<file path="src/rtl/charlieplex_scanner.sv">
// charlieplex_scanner: scans a charlieplex LED matrix one LED at a time, with PWM dimming and a blanking gap before each LED.
// Define CHARLIEPLEX_SCANNER_DOUBLEBUF_EN for two framebuffers (front scanned, back written) and a swap port.
module charlieplex_scanner #(
    parameter int PINCOUNT   = 4,
    parameter int BRIGHTBITS = 4,
    parameter int BLANK      = 2,
    localparam int LEDCOUNT  = PINCOUNT * (PINCOUNT - 1),
    localparam int INDEXBITS = $clog2(LEDCOUNT)
) (
    input  logic                  clk,
    input  logic                  rst,
    input  logic                  enable,
    input  logic                  wr_en,
    input  logic [INDEXBITS-1:0]  wr_addr,
    input  logic [BRIGHTBITS-1:0] wr_data,
`ifdef CHARLIEPLEX_SCANNER_DOUBLEBUF_EN
    input  logic                  swap,
`endif
    output logic [PINCOUNT-1:0]   out_en,
    output logic [PINCOUNT-1:0]   out_value,
    output logic                  frame_start
);

    localparam int PWMLEN  = (1 << BRIGHTBITS) - 1;
    localparam int CNTMAX  = (BLANK > PWMLEN) ? BLANK : PWMLEN;
    localparam int CNTBITS = $clog2(CNTMAX + 1);

    typedef enum logic {PH_BLANK, PH_PWM} phase_t;

    phase_t                phase, phase_nxt;
    logic [CNTBITS-1:0]    cnt, cnt_nxt;
    logic [INDEXBITS-1:0]  index, index_nxt;
    logic [BRIGHTBITS-1:0] level, level_nxt, front_level;
    logic                  wrap;
    logic [PINCOUNT-1:0]   en_nxt, val_nxt;
    logic                  wr_ok;

    assign wr_ok = wr_en && (int'(wr_addr) < LEDCOUNT);

`ifdef CHARLIEPLEX_SCANNER_DOUBLEBUF_EN
    logic [BRIGHTBITS-1:0] fb [2][LEDCOUNT];
    logic                  front, swap_pending;
    assign front_level = fb[front][index];
`else
    logic [BRIGHTBITS-1:0] fb [LEDCOUNT];
    assign front_level = fb[index];
`endif

    // Outputs are registered from the next scan state so they describe the cycle the state registers enter.
    always_comb begin
        index_nxt = index;
        phase_nxt = phase;
        cnt_nxt   = cnt + 1'b1;
        level_nxt = level;
        wrap      = 1'b0;
        if (phase == PH_BLANK) begin
            if (cnt == CNTBITS'(BLANK - 1)) begin
                phase_nxt = PH_PWM;
                cnt_nxt   = '0;
                level_nxt = front_level;
            end
        end else if (cnt == CNTBITS'(PWMLEN - 1)) begin
            phase_nxt = PH_BLANK;
            cnt_nxt   = '0;
            if (index == INDEXBITS'(LEDCOUNT - 1)) begin
                index_nxt = '0;
                wrap      = 1'b1;
            end else begin
                index_nxt = index + 1'b1;
            end
        end
    end

    // Index n maps to anode x = n/(PINCOUNT-1); the cathode skips over the anode pin.
    always_comb begin
        int x, r, y;
        x = int'(index_nxt) / (PINCOUNT - 1);
        r = int'(index_nxt) % (PINCOUNT - 1);
        y = (r < x) ? r : r + 1;
        en_nxt  = '0;
        val_nxt = '0;
        if (phase_nxt == PH_PWM && enable && int'(cnt_nxt) < int'(level_nxt)) begin
            en_nxt  = (PINCOUNT'(1) << x) | (PINCOUNT'(1) << y);
            val_nxt = PINCOUNT'(1) << x;
        end
    end

    always_ff @(posedge clk or posedge rst) begin
        if (rst) begin
            phase       <= PH_BLANK;
            cnt         <= '0;
            index       <= '0;
            level       <= '0;
            out_en      <= '0;
            out_value   <= '0;
            frame_start <= 1'b0;
            // NOTE: the framebuffer must read as zero after reset, so it is built from resettable flops, not a RAM macro.
`ifdef CHARLIEPLEX_SCANNER_DOUBLEBUF_EN
            for (int b = 0; b < 2; b++)
                for (int i = 0; i < LEDCOUNT; i++) fb[b][i] <= '0;
            front        <= 1'b0;
            swap_pending <= 1'b0;
`else
            for (int i = 0; i < LEDCOUNT; i++) fb[i] <= '0;
`endif
        end else begin
            phase       <= phase_nxt;
            cnt         <= cnt_nxt;
            index       <= index_nxt;
            level       <= level_nxt;
            out_en      <= en_nxt;
            out_value   <= val_nxt;
            frame_start <= wrap;
`ifdef CHARLIEPLEX_SCANNER_DOUBLEBUF_EN
            if (wr_ok) fb[~front][wr_addr] <= wr_data;
            // A request arriving on the boundary edge itself is honoured at that boundary.
            if (wrap) begin
                if (swap_pending || swap) front <= ~front;
                swap_pending <= 1'b0;
            end else if (swap) begin
                swap_pending <= 1'b1;
            end
`else
            if (wr_ok) fb[wr_addr] <= wr_data;
`endif
        end
    end

endmodule

</file>
<file path="config.mk">
export PLATFORM = sky130hd
export DESIGN_NAME = charlieplex_scanner
export DESIGN_NICKNAME = d
export VERILOG_FILES = /design/src/rtl/charlieplex_scanner.sv
export SDC_FILE = /design/constraint.sdc
export NUM_CORES = 1
export LEC_CHECK = 0
export CAP_MARGIN = 15
export CORE_ASPECT_RATIO = 1.1
export CORE_MARGIN = 8
export CORE_UTILIZATION = 45
export DETAILED_ROUTE_END_ITERATION = 8
export PLACE_DENSITY_LB_ADDON = 0.05
export REMOVE_ABC_BUFFERS = 1
export SLEW_MARGIN = 5
export SYNTH_ARGS = -nofsm -noshare
export SYNTH_HDL_FRONTEND = slang
export SYNTH_SLANG_ARGS = --single-unit
</file>
<file path="constraint.sdc">
create_clock -name clk -period 6.8 [get_ports clk]
set_clock_uncertainty 0.05 [all_clocks]
set_input_delay 1.02 -clock clk [delete_from_list [all_inputs] [get_ports clk]]
set_output_delay 1.02 -clock clk [all_outputs]
set_load 0.01 [all_outputs]
</file>
==> impl_metrics.env <==
export IMPL_path_class="reg -> reg"
export IMPL_p_per_area_nw_per_um2=203
export IMPL_max_cap_violations=0
export IMPL_final_period_utilization_pct=89.3
export IMPL_cp_startpoint="cnt[2]"
export IMPL_die_width_um=109
export IMPL_critical_path_arrival_ns=6.27
export IMPL_ys_seq_elements=70
export IMPL_grt_max_degree=71
export IMPL_fp_dieH_um=118
export IMPL_synthXorXnorAreaFrac_pct=0.206
export IMPL_asyncSetResetFlopFracSynth_pct=100
export IMPL_nets=424
export IMPL_rsz0062_at_grt="false"
export IMPL_cp_endpoint="out_en[1]"
export IMPL_antenna_found_initial=0
export IMPL_start_kind="flop"
export IMPL_reg2reg_to="out_en[1]"
export IMPL_grtUsageTotal_pct=15.5
export IMPL_power_frac_clock_pct=29.8
export IMPL_dr_pass1_iters=4
export IMPL_synthAdderAreaFrac_pct=3.52
export IMPL_worstReg2RegStart="cnt[2]"
export IMPL_area_growth_pct=10.8
export IMPL_p_seq_share_pct=54.6
export IMPL_critPathCaptureType="flop"
export IMPL_core_area_um2=9310
export IMPL_gp_congestion=0.822
export IMPL_yosysWarnings=0
export IMPL_overflow=0
export IMPL_drc=0
export IMPL_drive_gt1_share_pct=24.2
export IMPL_synth_area_um2=4260
export IMPL_cts_clk_slew_worst_paths_ns=0.08
export IMPL_synthMuxAreaShare_pct=22.2
export IMPL_power_internal_w=0.000714
export IMPL_power_total_w=0.000957
export IMPL_antenna_left=0
export IMPL_clk_latency_ns=0.34
export IMPL_finalSetupTns_ns=0
export IMPL_placed_cell_area_um2=4550
export IMPL_routedWlPerCell_um=17.7
export IMPL_p_leak_nw=1.98
export IMPL_ys_seq_area_share_pct=41.1
export IMPL_slew_headroom_pct=24.9
export IMPL_maxSlewViolCount=0
export IMPL_synth_compound_area_share_pct=14.9
export IMPL_hold_class="reg -> reg"
export IMPL_cpMostUsedCell="ha_1"
export IMPL_vias=3070
export IMPL_fillers=837
export IMPL_syn_avg_cell_area_um2=11.1
export IMPL_numCtsBuffers=9
export IMPL_die_area_um2=12800
export IMPL_portBuffers=20
export IMPL_io_pins=21
export IMPL_synth_cell_type_count=67
export IMPL_pwr_share_comb_pct=15.6
export IMPL_synthCells=383
export IMPL_slowest_stage="or4_1"
export IMPL_routed_wl_mm=9.26
export IMPL_status="complete, no violations"
export IMPL_tightest_slew_ns=1.12
export IMPL_cp_max_fo=10
export IMPL_num_rows=37
export IMPL_drtIter0Drc=121
export IMPL_start_util_pct=45.8
export IMPL_htree_levels=3
export IMPL_yosys_most_used_dff="dfrtp_1"
export IMPL_synth_edff_count=0
export IMPL_worst_r2r_setup_slack_ns=0.72
export IMPL_path_cells="and3_2 > nand2_1 > mux2i_2 > inv_1 > ha_1 > nand4_1 > a21oi_1 > or4_1 > nand2_1 > o21ai_0 > ha_1 > a41oi_1 > o31a_1 > and3_4 > mux2_4 > ha_1 > nor2b_1 > o21ai_0 > and3b_1 > o21ai_1 > a311oi_1 > a311oi_2 > o32ai_1"
export IMPL_cts_tree="built"
export IMPL_ctsRootBufferMaster="clkbuf_8"
export IMPL_clock_path_buffers=2
export IMPL_vdd_ir_drop_worst_mv=0.136
export IMPL_grt_pass1_wl_mm=15.9
export IMPL_place_hpwl_mm=6.69
export IMPL_cp_required_ns=6.99
export IMPL_synth_top_family_by_area="multiplexers"
export IMPL_cts_sinks=70
export IMPL_hold_viol=0
export IMPL_fmax_ghz=0.165
export IMPL_p_switching_w=0.000243
export IMPL_fin_area_um2=4720
export IMPL_worst_r2r_cell_count=23
export IMPL_antenna_cells=0
export IMPL_finalSetupViolations=0
export IMPL_synth_simple_area_share_pct=14.0
export IMPL_min_period_ns=6.08
export IMPL_p_sw_share_pct=25.4
export IMPL_slowest_delay_ns=0.65
export IMPL_grt_pass1_vias=3174
export IMPL_vias_per_cell=5.88
state kept, by name, summed over array words and instances (netlist names):
signal,cells
fb,48
out_value,4
index,4
frame_start,1
phase,1
level,4
cnt,4
out_en,4
cell type report:
| type | count | area [um2] | area share, % |
|---|---|---|---|
| tap | 117 | 146 | 3.10 |
| inverter | 18 | 67.6 | 1.43 |
| sequential | 70 | 1750 | 37.1 |
| multi-input combinational | 275 | 2350 | 49.8 |
| clock inverter | 4 | 23.8 | 0.504 |
| clock buffer | 12 | 135 | 2.86 |
| timing repair buffer | 26 | 245 | 5.20 |
how the worst min path moves through the flow:
stage | startpoint | endpoint | slack (ns) | cells after the start
after floorplan | level[1] | level[1] | 0.40 | 2
after global placement | level[2] | level[2] | 0.42 | 2
after detailed placement | level[2] | level[2] | 0.43 | 2
after CTS | level[2] | level[2] | 0.45 | 2
after global routing | level[3] | level[3] | 0.47 | 2
final | level[3] | level[3] | 0.44 | 2
what timing repair did:
item | in CTS | in global routing
gates resized for setup | 0 | 4
hold buffers | 0 | 0
setup endpoints to repair | 0 | 4
setup buffers | 0 | 0
routing by layer:
metal  wire length, um  share of wire (%)  track usage, %  up-vias
met2              4600                 50            25.9       51
met4               150                1.6            6.08        0
met5                 0                  0               0        -
met1              4270                 46            19.2     1532
met3               238                2.6            2.57       16
li1                  -                  -               -     1471
kinds of logic (layout without fill, tap and decap cells):
kind of cell | after synthesis | count (layout)
AOI/OAI and AO/OA | 80 | 80
muxes | 73 | 73
and+or+nand+nor | 109 | 109
xor gates and xnor gates | 1 | 1
DFF | 70 | 70
buffers and inverters | 38 | 60
adders and majority gates | 12 | 12
Yosys cell counts, types with 4 or more instances:
| cell type | number | share of area [%] |
|---|---|---|
| a21o_1 | 5 | 0.88 |
| a21oi_1 | 10 | 1.2 |
| a31oi_1 | 5 | 0.73 |
| and3_1 | 4 | 0.59 |
| and3b_1 | 4 | 0.82 |
| buf_2 | 6 | 0.70 |
| buf_4 | 4 | 0.70 |
| clkbuf_1 | 9 | 0.79 |
| dfrtp_1 | 70 | 41 |
| ha_1 | 12 | 3.5 |
| inv_1 | 18 | 1.6 |
| mux2_2 | 49 | 13 |
| mux2i_1 | 11 | 2.6 |
| mux4_2 | 12 | 6.3 |
| nand2_1 | 27 | 2.4 |
| nand2b_1 | 13 | 1.9 |
| nand3_1 | 11 | 1.3 |
| nand3b_1 | 4 | 0.70 |
| nor2_1 | 19 | 1.7 |
| nor2b_1 | 5 | 0.73 |
| nor3_1 | 4 | 0.47 |
| nor4_1 | 4 | 0.59 |
| o21ai_0 | 15 | 1.8 |
| o31ai_1 | 4 | 0.70 |
critical path, delay by kind of cell (launching register included):
family / cells / cell delay, ns
AO/OA/AOI/OAI: 9 / 1.73
buffers and inverters: 1 / 0.14
flip-flops: 1 / 0.50
multiplexers: 2 / 0.66
AND/OR/NAND/NOR: 8 / 2.00
adder cells (fa/ha/maj): 3 / 0.89
through the flow:
| step | instances | utilization (%) | setup slack (ns) | hold WS (ns) |
|---|---|---|---|---|
| 2_1_floorplan | 363 | - | 0.860 | 0.402 |
| 3_5_place_dp | 506 | 48.9 | 0.490 | 0.429 |
| 6_report | 522 | 50.7 | 0.724 | 0.436 |
| 5_1_grt | 522 | 50.7 | 0.0318 | 0.467 |
| 4_1_cts | 522 | 50.6 | 0.478 | 0.448 |
| 3_3_place_gp | 506 | 48.9 | 0.702 | 0.420 |
cells in the final DEF (no fill, tap or decap), types with 6 or more instances in the layout:
cell / count
buf_4: 6
mux4_2: 12
mux2_2: 49
clkbuf_8: 9
inv_1: 17
a21oi_1: 10
mux2i_1: 10
nor2_1: 19
ha_1: 12
clkdlybuf4s50_1: 20
dfrtp_1: 70
nand2b_1: 13
o21ai_0: 15
nand3_1: 11
nand2_1: 27
power by group through the flow:
stage,Sequential [W],Combinational (W),Clock (W)
floorplan,0.000520,0.000113,0
global placement,0.000528,0.000149,0
detailed placement,0.000530,0.000153,0
CTS,0.000522,0.000153,0.000296
global route,0.000532,0.000166,0.000312
finish,0.000522,0.000149,0.000285
Power figures use the tool's default switching activity.
